[src/rtl/fetch_pkg.sv]
// rtl/fetch_pkg.sv - shared types and constants for the instruction-fetch front end
package fetch_pkg;

    typedef enum logic {
        IDLE = 1'b0,
        RUN  = 1'b1
    } fetch_state_t;

    typedef struct packed {
        logic [31:0] instr;
        logic [31:0] pc;
    } fetch_entry_t;

    // Canonical RV32I nop (addi x0, x0, 0) for downstream bubble insertion
    localparam logic [31:0] NOP_INSTR        = 32'h0000_0013;
    localparam logic [31:0] DEFAULT_RESET_PC = 32'h0000_0000;

endpackage

[src/rtl/fetch_unit_if.sv]
// rtl/fetch_unit_if.sv - instruction-memory and decode-side signals of the fetch unit
interface fetch_unit_if #(
    parameter int DATA_WIDTH = 32,
    parameter int ADDR_WIDTH = 32
);
    logic                  imem_req;
    logic [ADDR_WIDTH-1:0] imem_addr;
    logic [DATA_WIDTH-1:0] imem_rdata;
    logic                  instr_valid;
    logic                  instr_ready;
    logic [DATA_WIDTH-1:0] instr;
    logic [ADDR_WIDTH-1:0] instr_pc;
    logic [ADDR_WIDTH-1:0] instr_pc_plus4;

    modport master (
        output imem_req, imem_addr,
        input  imem_rdata,
        output instr_valid, instr, instr_pc, instr_pc_plus4,
        input  instr_ready
    );

    modport slave (
        input  imem_req, imem_addr,
        output imem_rdata,
        input  instr_valid, instr, instr_pc, instr_pc_plus4,
        output instr_ready
    );
endinterface

[src/rtl/fetch_fifo.sv]
// rtl/fetch_fifo.sv - prefetch buffer: power-of-two synchronous FIFO with flush
module fetch_fifo #(
    parameter int WIDTH      = 64,
    parameter int FIFO_DEPTH = 4,
    localparam int PTR_W     = $clog2(FIFO_DEPTH),
    localparam int CNT_W     = PTR_W + 1
) (
    input  logic             clk_i,
    input  logic             rst_ni,
    input  logic             flush_i,
    input  logic             push_i,
    input  logic [WIDTH-1:0] wdata_i,
    input  logic             pop_i,
    output logic [WIDTH-1:0] rdata_o,
    output logic [CNT_W-1:0] count_o,
    output logic             empty_o
);
    logic [WIDTH-1:0] mem_q [FIFO_DEPTH];
    logic [PTR_W-1:0] wr_ptr_q;
    logic [PTR_W-1:0] rd_ptr_q;
    logic [CNT_W-1:0] count_q;
    logic             full;
    logic             do_push;
    logic             do_pop;

    assign full    = (count_q == CNT_W'(FIFO_DEPTH));
    assign empty_o = (count_q == '0);
    assign do_pop  = pop_i && !empty_o;
    assign do_push = push_i && (!full || do_pop);
    assign rdata_o = mem_q[rd_ptr_q];
    assign count_o = count_q;

    always_ff @(posedge clk_i or negedge rst_ni) begin
        if (!rst_ni) begin
            for (int i = 0; i < FIFO_DEPTH; i++) begin
                mem_q[i] <= '0;
            end
            wr_ptr_q <= '0;
            rd_ptr_q <= '0;
            count_q  <= '0;
        end else if (flush_i) begin
            wr_ptr_q <= '0;
            rd_ptr_q <= '0;
            count_q  <= '0;
        end else begin
            if (do_push) begin
                mem_q[wr_ptr_q] <= wdata_i;
                wr_ptr_q        <= wr_ptr_q + PTR_W'(1);
            end
            if (do_pop) begin
                rd_ptr_q <= rd_ptr_q + PTR_W'(1);
            end
            case ({do_push, do_pop})
                2'b10:   count_q <= count_q + CNT_W'(1);
                2'b01:   count_q <= count_q - CNT_W'(1);
                default: count_q <= count_q;
            endcase
        end
    end

    // The credit rule upstream must never let a push reach a full buffer
    assert property (@(posedge clk_i) disable iff (!rst_ni)
        !(push_i && !flush_i && full && !pop_i));

endmodule

[src/rtl/fetch_unit.sv]
// rtl/fetch_unit.sv - RV32I fetch front end: PC, credit-based imem requests,
// prefetch buffer and redirect flush
module fetch_unit
    import fetch_pkg::*;
#(
    parameter int DATA_WIDTH                = 32,
    parameter int ADDR_WIDTH                = 32,
    parameter int FIFO_DEPTH                = 4,
    parameter logic [ADDR_WIDTH-1:0] RESET_PC = ADDR_WIDTH'(DEFAULT_RESET_PC)
) (
    input  logic                  clk,
    input  logic                  rst,
    input  logic                  trigger,
    input  logic                  redirect_valid,
    input  logic [ADDR_WIDTH-1:0] redirect_pc,
    output logic                  running,
    fetch_unit_if.master          bus
);
    localparam int PTR_W   = $clog2(FIFO_DEPTH);
    localparam int CNT_W   = PTR_W + 1;
    localparam int ENTRY_W = DATA_WIDTH + ADDR_WIDTH;

    fetch_state_t          state_q, state_d;
    logic [ADDR_WIDTH-1:0] fetch_pc_q, fetch_pc_d;
    logic [ADDR_WIDTH-1:0] resp_pc_q;
    logic                  inflight_q, inflight_d;
    logic                  kill_q, kill_d;
    logic                  req;
    logic                  push;
    logic                  pop;
    logic                  fifo_empty;
    logic [CNT_W-1:0]      fifo_count;
    logic [CNT_W:0]        occupancy;
    logic [ENTRY_W-1:0]    head_entry;

    // Slots already committed: buffered entries plus the response still on its way
    assign occupancy = {1'b0, fifo_count} + (CNT_W + 1)'(inflight_q);
    assign pop       = !fifo_empty && bus.instr_ready && !redirect_valid;
    assign push      = inflight_q && !kill_q && !redirect_valid;

    always_comb begin
        state_d    = state_q;
        fetch_pc_d = fetch_pc_q;
        kill_d     = kill_q;
        req        = 1'b0;
        case (state_q)
            IDLE: begin
                if (trigger) state_d = RUN;
            end
            RUN: begin
                req = !redirect_valid &&
                      ((occupancy < (CNT_W + 1)'(FIFO_DEPTH)) ||
                       ((occupancy == (CNT_W + 1)'(FIFO_DEPTH)) && pop));
            end
            default: state_d = IDLE;
        endcase
        inflight_d = req;
        if (redirect_valid) begin
            fetch_pc_d = redirect_pc & ~ADDR_WIDTH'(3);
            kill_d     = inflight_d;
        end else begin
            if (req) fetch_pc_d = fetch_pc_q + ADDR_WIDTH'(4);
            if (inflight_q) kill_d = 1'b0;
        end
    end

    always_ff @(posedge clk or negedge rst) begin
        if (!rst) begin
            state_q    <= IDLE;
            fetch_pc_q <= RESET_PC;
            resp_pc_q  <= '0;
            inflight_q <= 1'b0;
            kill_q     <= 1'b0;
        end else begin
            state_q    <= state_d;
            fetch_pc_q <= fetch_pc_d;
            inflight_q <= inflight_d;
            kill_q     <= kill_d;
            if (req) resp_pc_q <= fetch_pc_q;
        end
    end

    fetch_fifo #(
        .WIDTH      (ENTRY_W),
        .FIFO_DEPTH (FIFO_DEPTH)
    ) u_fifo (
        .clk_i   (clk),
        .rst_ni  (rst),
        .flush_i (redirect_valid),
        .push_i  (push),
        .wdata_i ({bus.imem_rdata, resp_pc_q}),
        .pop_i   (pop),
        .rdata_o (head_entry),
        .count_o (fifo_count),
        .empty_o (fifo_empty)
    );

    assign bus.imem_req       = req;
    assign bus.imem_addr      = fetch_pc_q;
    assign bus.instr_valid    = !fifo_empty;
    assign {bus.instr, bus.instr_pc} = fifo_empty ? '0 : head_entry;
    assign bus.instr_pc_plus4 = bus.instr_pc + ADDR_WIDTH'(4);
    assign running            = (state_q == RUN);

endmodule

[src/flat_wrapper.sv]
// flat-port wrapper written by rule: the top's interface ports become plain ports
module fetch_unit_flat import fetch_pkg::*;
#(
    parameter int DATA_WIDTH                = 32,
    parameter int ADDR_WIDTH                = 32,
    parameter int FIFO_DEPTH                = 4,
    parameter logic [ADDR_WIDTH-1:0] RESET_PC = ADDR_WIDTH'(DEFAULT_RESET_PC)
)
  (clk, rst, trigger, redirect_valid, redirect_pc, running, bus_imem_req, bus_imem_addr, bus_imem_rdata, bus_instr_valid, bus_instr, bus_instr_pc, bus_instr_pc_plus4, bus_instr_ready);
  fetch_unit_if #(.DATA_WIDTH(DATA_WIDTH), .ADDR_WIDTH(ADDR_WIDTH)) bus_i ();
  input  logic clk;
  input  logic rst;
  input  logic trigger;
  input  logic redirect_valid;
  input  logic [ADDR_WIDTH-1:0] redirect_pc;
  output logic running;
  output wire logic [$bits(bus_i.imem_req)-1:0] bus_imem_req;
  output wire logic [$bits(bus_i.imem_addr)-1:0] bus_imem_addr;
  input wire logic [$bits(bus_i.imem_rdata)-1:0] bus_imem_rdata;
  output wire logic [$bits(bus_i.instr_valid)-1:0] bus_instr_valid;
  output wire logic [$bits(bus_i.instr)-1:0] bus_instr;
  output wire logic [$bits(bus_i.instr_pc)-1:0] bus_instr_pc;
  output wire logic [$bits(bus_i.instr_pc_plus4)-1:0] bus_instr_pc_plus4;
  input wire logic [$bits(bus_i.instr_ready)-1:0] bus_instr_ready;
  assign bus_imem_req = bus_i.imem_req;
  assign bus_imem_addr = bus_i.imem_addr;
  assign bus_i.imem_rdata = bus_imem_rdata;
  assign bus_instr_valid = bus_i.instr_valid;
  assign bus_instr = bus_i.instr;
  assign bus_instr_pc = bus_i.instr_pc;
  assign bus_instr_pc_plus4 = bus_i.instr_pc_plus4;
  assign bus_i.instr_ready = bus_instr_ready;
  fetch_unit #(.DATA_WIDTH(DATA_WIDTH), .ADDR_WIDTH(ADDR_WIDTH), .FIFO_DEPTH(FIFO_DEPTH), .RESET_PC(RESET_PC)) u_core (.clk(clk), .rst(rst), .trigger(trigger), .redirect_valid(redirect_valid), .redirect_pc(redirect_pc), .running(running), .bus(bus_i));
endmodule
[config.mk]
export PLATFORM = sky130hd
export DESIGN_NAME = fetch_unit_flat
export DESIGN_NICKNAME = d
export VERILOG_FILES = /design/src/rtl/fetch_pkg.sv /design/src/rtl/fetch_unit_if.sv /design/src/rtl/fetch_fifo.sv /design/src/rtl/fetch_unit.sv /design/src/flat_wrapper.sv
export SDC_FILE = /design/constraint.sdc
export NUM_CORES = 1
export LEC_CHECK = 0
export ABC_AREA = 1
export CORE_MARGIN = 4
export CORE_UTILIZATION = 40
export CTS_BUF_LIST = sky130_fd_sc_hd__clkbuf_4 sky130_fd_sc_hd__clkbuf_8
export DETAILED_ROUTE_END_ITERATION = 6
export GPL_TIMING_DRIVEN = 0
export MAX_ROUTING_LAYER = met4
export SLEW_MARGIN = 0
export SYNTH_ARGS = -nofsm -noshare
export SYNTH_HDL_FRONTEND = slang
export SYNTH_SLANG_ARGS = --single-unit
[constraint.sdc]
create_clock -name clk -period 3.1 [get_ports clk]
set_clock_uncertainty 0.2 [all_clocks]
set_input_delay 0.62 -clock clk [delete_from_list [all_inputs] [get_ports clk]]
set_output_delay 0.62 -clock clk [all_outputs]
set_load 0.01 [all_outputs]
==> key figures <==
Status
  • Status: finished with violations
  • Violated checks: negative setup slack

Global route
  • Pin count of the biggest net entering global routing: between 100 and 150
  • GR Overflow Total: 0
  • Vias in the first global route: 16,100
  • First-pass GRT wire length: ~94 mm
  • Initial antenna violation count: 0
  • GR Util All Layers: 0.280

Power and ir drop
  • Switch Pwr: about 0.010 W
  • Comb pwr share: 0.525
  • Pwr Total: between 0.02 and 0.025 W
  • P_leak: between 10 and 15 nW
  • Power Density: a little over 1000 nW/um^2
  • Maximum vdd drop: about 470 uV
  • Clock Power Share: 0.189
  • Switching share of power: 0.425
  • Pint: roughly 0.014 W
  • Sequential Power Share: 0.286

Timing
  • Fin crit period: ~3.8 ns
  • RSZ-0062 raised after global routing: yes
  • Hold Fails Final Rpt: 0
  • Final setup viols: 67
  • Slew margin rel.: 0.460
  • Fmax: ~260 MHz
  • Final Worst Setup Slack: -0.701 ns
  • Final slew viol count: 0
  • Setup TNS: -20.56 ns
  • Tightest Pin Transition: a little over 0.8 ns
  • Final Cycle Share: 1.23

Critical path
  • CP cell instances: inv_2, nand3_4, inv_6, buf_12, buf_12, a21oi_4, ha_4, nand3_4, nor2_4, nand2_4, nor2_4, buf_12, nand4_1, nand2_1, buf_6
  • Crit-path slowest cell: dfrtp_1
  • Most common cell on crit path: buf_12
  • Crit path buf inv count: 6
  • CP top delay family: simple AND/OR/NAND/NOR gates
  • Critical path required time: 2.28 ns
  • Crit-path max cell delay: between 0.3 and 0.4 ns
  • CP arrival: between 2 and 3 ns
  • Startpoint types: flip-flop
  • CP Capture Type: output pin
  • Setup Crit Path Kind: flip-flop to output pin
  • Critical-path maximum fanout: 4

CTS
  • Clock Sink Count: 318
  • CTS tree: built
  • H-tree levels: 2
  • Clk buf depth: 3
  • Number of CTS-inserted buffers: 55
  • Clk Latency, worst-skew pair: 0.64 ns
  • Clk root buf: clkbuf_8
  • Clock Pin Slew Worst Setup and Hold Paths: 0.06 ns

Layout
  • P&R area growth vs syn: 46.2%
  • Final core utilization: 0.596
  • Reg area: about 8000 um^2
  • Fillers: between 3,000 and 4,000
  • Footprint of the multi-input gates: 8570 um^2
  • Layout cell share with drive strength beyond 1: 0.294
  • Final #Nets: about 2,700

Yosys
  • Post-synth EDFFs: 0
  • Post-synthesis async set-or-reset flop share: 1.00
  • Post-Syn Area: between 15,000 and 20,000 um^2
  • Post-Synthesis Cells: roughly 2,200
  • Netlist cell types: 33
  • Syn Area/Cell: around 7.5 um^2
  • #FFs+latches synth: 318
  • Register area share after synthesis: 0.488
  • Top_reg_cell synth: dfrtp_1
  • Yosys warnings: 0

Routing
  • WL/cell: between 20 and 25 um
  • DR vias/cell: 5.35
  • Antenna violation net count after detailed routing: 0
  • DRT Pass-1 Iters: 5
  • DRC errors left: 0
  • Post-Route WL: 64.0 mm
  • Via count: about 17,000
  • Initial DRC Count: 1,559

Placed design
  • Port bufs: 190
  • Dpl hpwl: 42.3 mm
  • Setup WS pre-CTS: -1.38 ns
  • RD Place Congestion: just over 0.9

Floorplanning
  • IO Pins: 200
  • Full die area: between 40,000 and 50,000 um^2
  • Die Y: between 200 and 250 um
  • Rows: 73
  • Placeable core region: roughly 40,000 um^2
  • Die width: between 200 and 250 um
  • Initial Util: 0.408

Worst hold path
  • Hold Crit Class: flip-flop to flip-flop

Run
  • Maximum capacitance violations: 0
power by group through the flow:
stage / logic [W] / clock network (W) / registers, W
final: 0.0129 / 0.00465 / 0.00704
after global routing: 0.0139 / 0.00492 / 0.00722
after CTS: 0.0109 / 0.00471 / 0.00688
after detailed placement: 0.00937 / 0 / 0.00692
after global placement: 0.00927 / 0 / 0.00690
after floorplan: 0.00524 / 0 / 0.00667
registers in the layout (all words and copies together) (netlist names):
name,flops
u_core.running,1
u_core.u_fifo.rd_ptr_q,2
u_core.kill_q,1
u_core.u_fifo.wr_ptr_q,2
u_core.u_fifo.count_o,3
u_core.bus.imem_addr,30
u_core.resp_pc_q,30
u_core.inflight_q,1
u_core.u_fifo.mem_q,248
Yosys cell counts, types with 8 or more instances:
cell type | n | area [um^2]
a21oi_1 | 42 | 210
buf_4 | 16 | 120
inv_1 | 150 | 563
nor2_1 | 219 | 822
o21ai_0 | 348 | 1740
buf_2 | 53 | 265
nor3_1 | 12 | 60.1
buf_1 | 10 | 37.5
ha_1 | 8 | 100
nand3_1 | 122 | 611
nand2_1 | 683 | 2560
nor2_4 | 9 | 101
o21ai_1 | 21 | 105
nor2_2 | 21 | 131
dfrtp_1 | 318 | 7960
xor2_1 | 33 | 289
buf_6 | 12 | 135
nand4_1 | 21 | 131
clkbuf_1 | 35 | 131
stage by stage:
stage | hold slack (ns) | cell area, um^2 | std cells
6_report | 0.254 | 23900 | 3160
5_1_grt | 0.262 | 23900 | 3159
4_1_cts | 0.215 | 22000 | 3078
3_5_place_dp | 0.247 | 19000 | 2887
3_3_place_gp | 0.244 | 18900 | 2885
2_1_floorplan | 0.124 | 16400 | 2170
cells by family after synthesis:
family,after synthesis,synth area share
buffers and inverters,283,0.0785
and+or+nand+nor,1096,0.276
adders and majority gates,9,0.00736
other,1,0.000230
DFF,318,0.488
xor gates and xnor gates,38,0.0204
AOI/OAI and AO/OA,420,0.130
final timing paths:
| check | slack (ns) | from | endpoint | cells past startpoint |
|---|---|---|---|---|
| worst min-delay path | 0.25 | u_core.inflight_q | u_core.kill_q | 1 |
| worst max register to register | 0.50 | u_core.u_fifo.count_o[0] | u_core.u_fifo.count_o[2] | 12 |
| worst max-delay path | -0.70 | u_core.u_fifo.count_o[0] | bus_instr_pc_plus4[26] | 15 |
| min in group asynchronous | 0.36 | rst | u_core.u_fifo.mem_q[38] | 2 |
| max in group asynchronous | 0.75 | rst | u_core.u_fifo.mem_q[221] | 4 |
| worst min register to register | 0.25 | u_core.inflight_q | u_core.kill_q | 1 |
metal layers:
metal  share of wire  global-route usage  wire (um)  vias up
li1                -                   -          -     7778
met1            0.43               0.378      27300     8183
met2            0.47               0.433      29800      771
met3           0.075              0.0533       4830      165
met4           0.032              0.0819       2060        0
met5               0                   -          0        -
layout by cell type (no fill, tap or decap), types with 14 or more instances in the layout:
cell,n
clkbuf_1,28
clkdlybuf4s50_1,95
nor2_1,163
buf_8,19
inv_1,137
nor2_4,52
a21oi_1,24
clkbuf_4,14
nand2_1,569
nand2_2,77
nor2_2,34
buf_12,26
clkbuf_8,79
o21ai_1,60
a21oi_2,17
dfrtp_1,315
buf_6,85
nand2_4,42
nand3_4,20
nand3_1,75
buf_2,96
buf_4,97
nand3_2,29
nand4_1,21
o21ai_0,294
xor2_1,26
timing repair:
action | CTS | global route
hold endpoints to repair | 86 | 0
setup endpoints to repair | 94 | 89
cloned | 3 | 12
gates resized for setup | 537 | 454
pin swaps | 56 | 141
buffers inserted | 88 | 79
hold buffers | 1 | 0
final cells by class:
type                       instances  share of cell area
clock inverter                    11             0.00813
clock buffer                      91              0.0493
buffer                           124              0.0456
multi-input combinational       1569               0.359
tap                              525              0.0275
antenna                            1            0.000105
inverter                         157              0.0261
sequential                       318               0.334
timing repair buffer             364               0.151
(Power assumes the default switching activity.)
